## src/rtl/shift_engine.sv

```systemverilog
// Multi-cycle shift/rotate engine with a legacy single-step serial right shift.
// Three-state FSM: IDLE accepts Load/Start/Shift_En, SHIFT steps once per cycle, DONE pulses for one cycle.
module shift_engine #(
  parameter int WIDTH = 8,
  parameter int CNT_W = $clog2(WIDTH) + 1
) (
  input  logic             Clk,
  input  logic             Reset,
  input  logic             Load,
  input  logic [WIDTH-1:0] D,
  input  logic             Start,
  input  logic [CNT_W-1:0] Amount,
  input  logic [1:0]       Mode,
  input  logic             Shift_En,
  input  logic             Shift_In,
  output logic [WIDTH-1:0] Data_Out,
  output logic             Shift_Out,
  output logic             Busy,
  output logic             Done
);

  typedef enum logic [1:0] {IDLE, SHIFT, DONE} state_e;

  localparam logic [CNT_W-1:0] WIDTH_C = CNT_W'(WIDTH);

  state_e           state_q, state_d;
  logic [WIDTH-1:0] data_q, data_d;
  logic [CNT_W-1:0] cnt_q, cnt_d;
  logic [1:0]       mode_q, mode_d;

  function automatic logic [WIDTH-1:0] step(input logic [WIDTH-1:0] v, input logic [1:0] m);
    case (m)
      2'b00:   step = {1'b0, v[WIDTH-1:1]};
      2'b01:   step = {v[WIDTH-2:0], 1'b0};
      2'b10:   step = {v[0], v[WIDTH-1:1]};
      default: step = {v[WIDTH-1], v[WIDTH-1:1]};
    endcase
  endfunction

  always_ff @(posedge Clk or posedge Reset) begin
    if (Reset) begin
      state_q <= IDLE;
      data_q  <= '0;
      cnt_q   <= '0;
      mode_q  <= 2'b00;
    end else begin
      state_q <= state_d;
      data_q  <= data_d;
      cnt_q   <= cnt_d;
      mode_q  <= mode_d;
    end
  end

  always_comb begin
    state_d = state_q;
    data_d  = data_q;
    cnt_d   = cnt_q;
    mode_d  = mode_q;
    case (state_q)
      IDLE: begin
        if (Load) begin
          data_d = D;
        end else if (Start) begin
          mode_d  = Mode;
          cnt_d   = (Amount > WIDTH_C) ? WIDTH_C : Amount;
          state_d = (cnt_d == '0) ? DONE : SHIFT;
        end else if (Shift_En) begin
          data_d = {Shift_In, data_q[WIDTH-1:1]};
        end
      end
      SHIFT: begin
        data_d = step(data_q, mode_q);
        cnt_d  = cnt_q - CNT_W'(1);
        // cnt_q of 0 is unreachable here; treat it as last step so the FSM can never stick
        if (cnt_q <= CNT_W'(1)) state_d = DONE;
      end
      DONE:    state_d = IDLE;
      default: state_d = IDLE;
    endcase
  end

  assign Data_Out  = data_q;
  assign Shift_Out = data_q[0];
  assign Busy      = (state_q == SHIFT);
  assign Done      = (state_q == DONE);

endmodule

```

## config.mk

```make
export PLATFORM = sky130hd
export DESIGN_NAME = shift_engine
export DESIGN_NICKNAME = d
export VERILOG_FILES = /design/src/rtl/shift_engine.sv
export SDC_FILE = /design/constraint.sdc
export NUM_CORES = 1
export LEC_CHECK = 0
export ABC_AREA = 1
export BUFFER_PORTS_ARGS = -buffer_cell sky130_fd_sc_hd__buf_2
export CAP_MARGIN = 20
export CORE_MARGIN = 1
export CORE_UTILIZATION = 43
export DETAILED_ROUTE_END_ITERATION = 10
export PLACE_DENSITY_LB_ADDON = 0.05
export SETUP_SLACK_MARGIN = 0.5
export SYNTH_ARGS = -nofsm -noshare
export SYNTH_HDL_FRONTEND = slang
export SYNTH_SLANG_ARGS = --single-unit
export TNS_END_PERCENT = 100
```

## constraint.sdc

```tcl
create_clock -name Clk -period 1.2 [get_ports Clk]
set_clock_uncertainty 0.15 [all_clocks]
set_input_delay 0.18 -clock Clk [delete_from_list [all_inputs] [get_ports Clk]]
set_output_delay 0.18 -clock Clk [all_outputs]
set_load 0.02 [all_outputs]
```

# Yosys cells after proc, flatten, opt, wreduce, memory -nomap -nowiden
# Index checks and enable logic that the tools add are counted.
# totals
output_inout_bits,11
inputBits,20
regBits,16
# classes
reduce_logical,9
add_sub_neg,1
eq_ne,10
n_bitwise,1
n_lt_le_gt_ge,2
mux,14
# ops
cell,count
$mux W8,3
$pmux W8 S3,1
$pmux W8 S2,1
$mux W4,3
$reduce_and A3 Y1,4
$mux W2,4
$pmux W4 S2,1
$ne A3 B3 Y1 const B,2
$eq A2 B1 Y1 const B,2
$eq A2 B2 Y1 const B,2
$gt A4 B4 Y1 const B,1
$le A4 B1 Y1 const B,1
$logic_not A2 Y1,2
$logic_not A4 Y1,1
$ne A2 B2 Y1 const B,2
$ne A4 B1 Y1 const B,1
$pmux W2 S2,1
$reduce_and A4 Y1,1
$sub A4 B1 Y4 const B,1
$ne A2 B1 Y1 const B,1
$reduce_bool A2 Y1,1
$not A1 Y1,1

# Depth between registers and ports, before layout
# logic_depth
word_depth,7
ltp_mapped,8

# Worst setup path after synthesis
# Ideal clock, no wire load.
# synth_timing
path_kind,register to register
from,register state_q[0]
to,register cnt_q[1]
stages_incl_launch_ff,7
required_ns,0.927
path_buffers,0
t_arrival_ns,0.995
setup_slack_ns,-0.068
cell_sequence,dfrtp_1 > nor2_1 > nand2_1 > nand2_2 > inv_1 > o21ai_0 > nand2_1
# synth_via
elab_chain_len,3
word_cells_on_any_way,7
classes_between,3 x eq/ne; 1 x mux; 3 x reduce/logical
# synth_lines
item,line_no,text
start: declaration,26,"state_e state_q, state_d;"
start signal: assignment,47,state_q <= state_d;
$eq A2 B1 Y1 / $logic_not A2 Y1 (equally long branches),59,case (state_q)
$reduce_bool A2 Y1 (no line) / $ne A2 B2 Y1 (equally long branches),-,
$reduce_and A3 Y1 (no line),-,
end signal: assignment,49,cnt_q <= cnt_d;
end: declaration,28,"logic [CNT_W-1:0] cnt_q, cnt_d;"
# Several ways; a longest one is shown, not always the timed one.
# A chain may end at the register's enable or synchronous reset.

# Worst setup path after layout
# layout_timing
from,register state_q[1]
to,output port Busy
# layout_via
elab_chain_len,1
# layout_lines
item,line_no,text
$eq A2 B1 Y1,84,assign Busy = (state_q == SHIFT);
end: declaration,18,"output logic Busy,"
# Every way passes these cells.

==> impl_metrics.toml <==
[status]
status = "finished, violations left"
violations = "hold timing, setup timing"

[detailed_routing]
drtIter0Drc = 42
totalWireLength_um = 3510
wl_per_cell_um = 12.4
vias_per_cell = 4.93
antenna_left = 0
dr_total_vias = 1395
first_pass_iters = 5
drc_errors = 0

[clocking]
htreeDepth = 1
clk_pin_slew_worst_paths_ps = 110
cts_buffers = 3
clk_latency_ps = 290
cts.sinks = 16
cts_root_buf = "clkbuf_4"
tritoncts = "yes"
cts_buffer_depth = 2

[yosys]
synthDistinctLibCells = 17
syn_area_per_cell_um2 = 6.18
ys_seq_elements = 16
synth_area_mm2 = 0.00117
synth_seq_area_share_pct = 34.1
yosys_warnings = 0
synth_cells = 190
syn_nets = 212

[final_layout]
final_common_cell = "nand2_1"
drive_above_1_share_pct = 39.9
syn_to_final_growth_pct = 56.1
design.final.nets = 276
final_cell_count_no_fill = 283
layout_common_cells = "69 x nand2_1, 26 x inv_1, 25 x nand3_1"
diodes = 0

[timing]
slew_headroom_pct = 83.1
setup_ws_ps = -267
holdWs_ps = -266
post-route-period-util_pct = 122
fmax_mhz = 682
tns_ps = -3610
rsz0062_at_grt = "true"
finalMaxSlewViolations = 0
period_needed_ps = 1470
worstMarginPinSlew_ps = 251
finalSetupViolCount = 21
hold_viol_final = 18

[worst_setup_path]
crit_path_max_incr_delay_ps = 430
startpoint_type = "flip-flop"
cp.arrival_ps = 1140
cpMostUsedCell = "buf_6"
crit_path_end_kind = "output pin"
crit_slowest_cell = "dfrtp_1"
path_max_fanout = 3
path_class = "reg2out"
crit_path_cell_trace = "buf_6 > nor2_4 > buf_6"
cp.required_ps = 870

[grt]
grt_usage_pct = 25.7
grt_pass1_vias = 1254
grt_antenna_before_repair = 0
grt_overflow = 0
grt_max_degree = 17
grt_pass1_wl_um = 5440

[worst_hold_path]
hp-class = "in2async"

[placed_design]
dpl.hpwl_um = 2240
port_buffers = 30
place.gp.congestion = 0.852
placedCellCount = 261

[floorplanning]
start_util_pct = 46.5
fp.dieArea_mm2 = 0.00294
die_h_um = 54.2
rows = 18
core_mm2 = 0.00252
io_pins = 31
die_x_um = 54.2

[power_and_ir_drop]
leakage_nw = 1.07
vdd_drop_max_v = 0.00202
power.density_mw_per_mm2 = 2770

[flow_run]
maxCapViolCount = 0
[where the power goes]
group	total, mW	switching (mW)	internal, mW	leakage [nW]
clock	0.322	0.193	0.129	0.0150
combinational	3.68	1.96	1.72	0.861
sequential	1.08	0.255	0.821	0.192
total	5.07	2.41	2.67	1.07
[sequential cells by signal, indices dropped and copies added (netlist names)]
signal / flops
Data_Out: 8
state_q: 2
cnt_q: 4
mode_q: 2
[metrics by stage]
step | hold WS, ps | power [mW] | worst slack [ps] | instance area, µm² | utilization [%]
floorplan | -56.6 | 2.81 | -14.1 | 1210 | -
global placement | 49.4 | 3.58 | -155 | 1480 | 58.8
detailed placement | 65.4 | 3.65 | -179 | 1480 | 58.8
CTS | -260 | 4.63 | -221 | 1710 | 68.0
global route | -220 | 5.48 | -298 | 1830 | 72.6
finish | -266 | 5.07 | -267 | 1830 | 72.6
[repair_timing]
item / CTS / global route
resized for setup: 34 / 26
cloned: 0 / 1
pin swaps: 3 / 7
setup endpoints to repair: 27 / 27
hold endpoints to repair: 18 / 18
buffers inserted: 12 / 5
[logic make-up after synthesis]
family | after synthesis | synth area share, %
AOI/OAI and AO/OA | 11 | 4.69
adders and majority gates | 2 | 2.13
buffers and inverters | 37 | 13.4
DFF | 16 | 34.1
and+or+nand+nor | 124 | 45.6
[metal layers]
metal  global-route usage, %  wire, µm  vias to the layer above
met3                    2.50       135                        8
met5                       0         0                        -
met4                    7.26        51                        0
met2                    46.7      1830                       40
li1                        -         -                      705
met1                    31.7      1490                      642
[critical path, delay by kind of cell (launching register included)]
family / cells / cell delay, ps
buffers and inverters: 2 / 280
and+or+nand+nor: 1 / 130
DFF: 1 / 430
[Yosys cell counts]
cell type	count	area (µm²)
inv_4	1	6.26
nand3_4	1	17.5
nand3_1	27	135
clkinv_1	1	3.75
nor2_1	10	37.5
ha_1	2	25.0
o21ai_0	11	55.1
nand2_4	1	11.3
buf_2	1	5.00
nand2_1	81	304
buf_6	1	11.3
nand2_2	3	18.8
dfrtp_1	16	400
nor2_4	1	11.3
buf_4	2	15.0
inv_2	3	11.3
inv_1	28	105
[path summary, 6_finish.rpt]
check                            start     endpoint  slack [ps]  cells past startpoint
max                         state_q[1]         Busy        -270                      3
min                              Reset  Data_Out[1]        -270                      3
max reg2reg                 state_q[1]  Data_Out[5]        -250                      8
min reg2reg                Data_Out[5]  Data_Out[5]         380                      2
max in group asynchronous        Reset  Data_Out[0]         960                      3
min in group Clk               Mode[0]    mode_q[0]         -60                      3
[layout make-up]
type | instances | area [µm²]
clock buffers | 4 | 26.3
fillers | 212 | 691
inverters | 33 | 141
multi-input cells | 138 | 714
flip-flops and latches | 16 | 407
well taps | 30 | 37.5
repair buffers | 62 | 505
No activity file was read; power rests on OpenSTA's default activity.
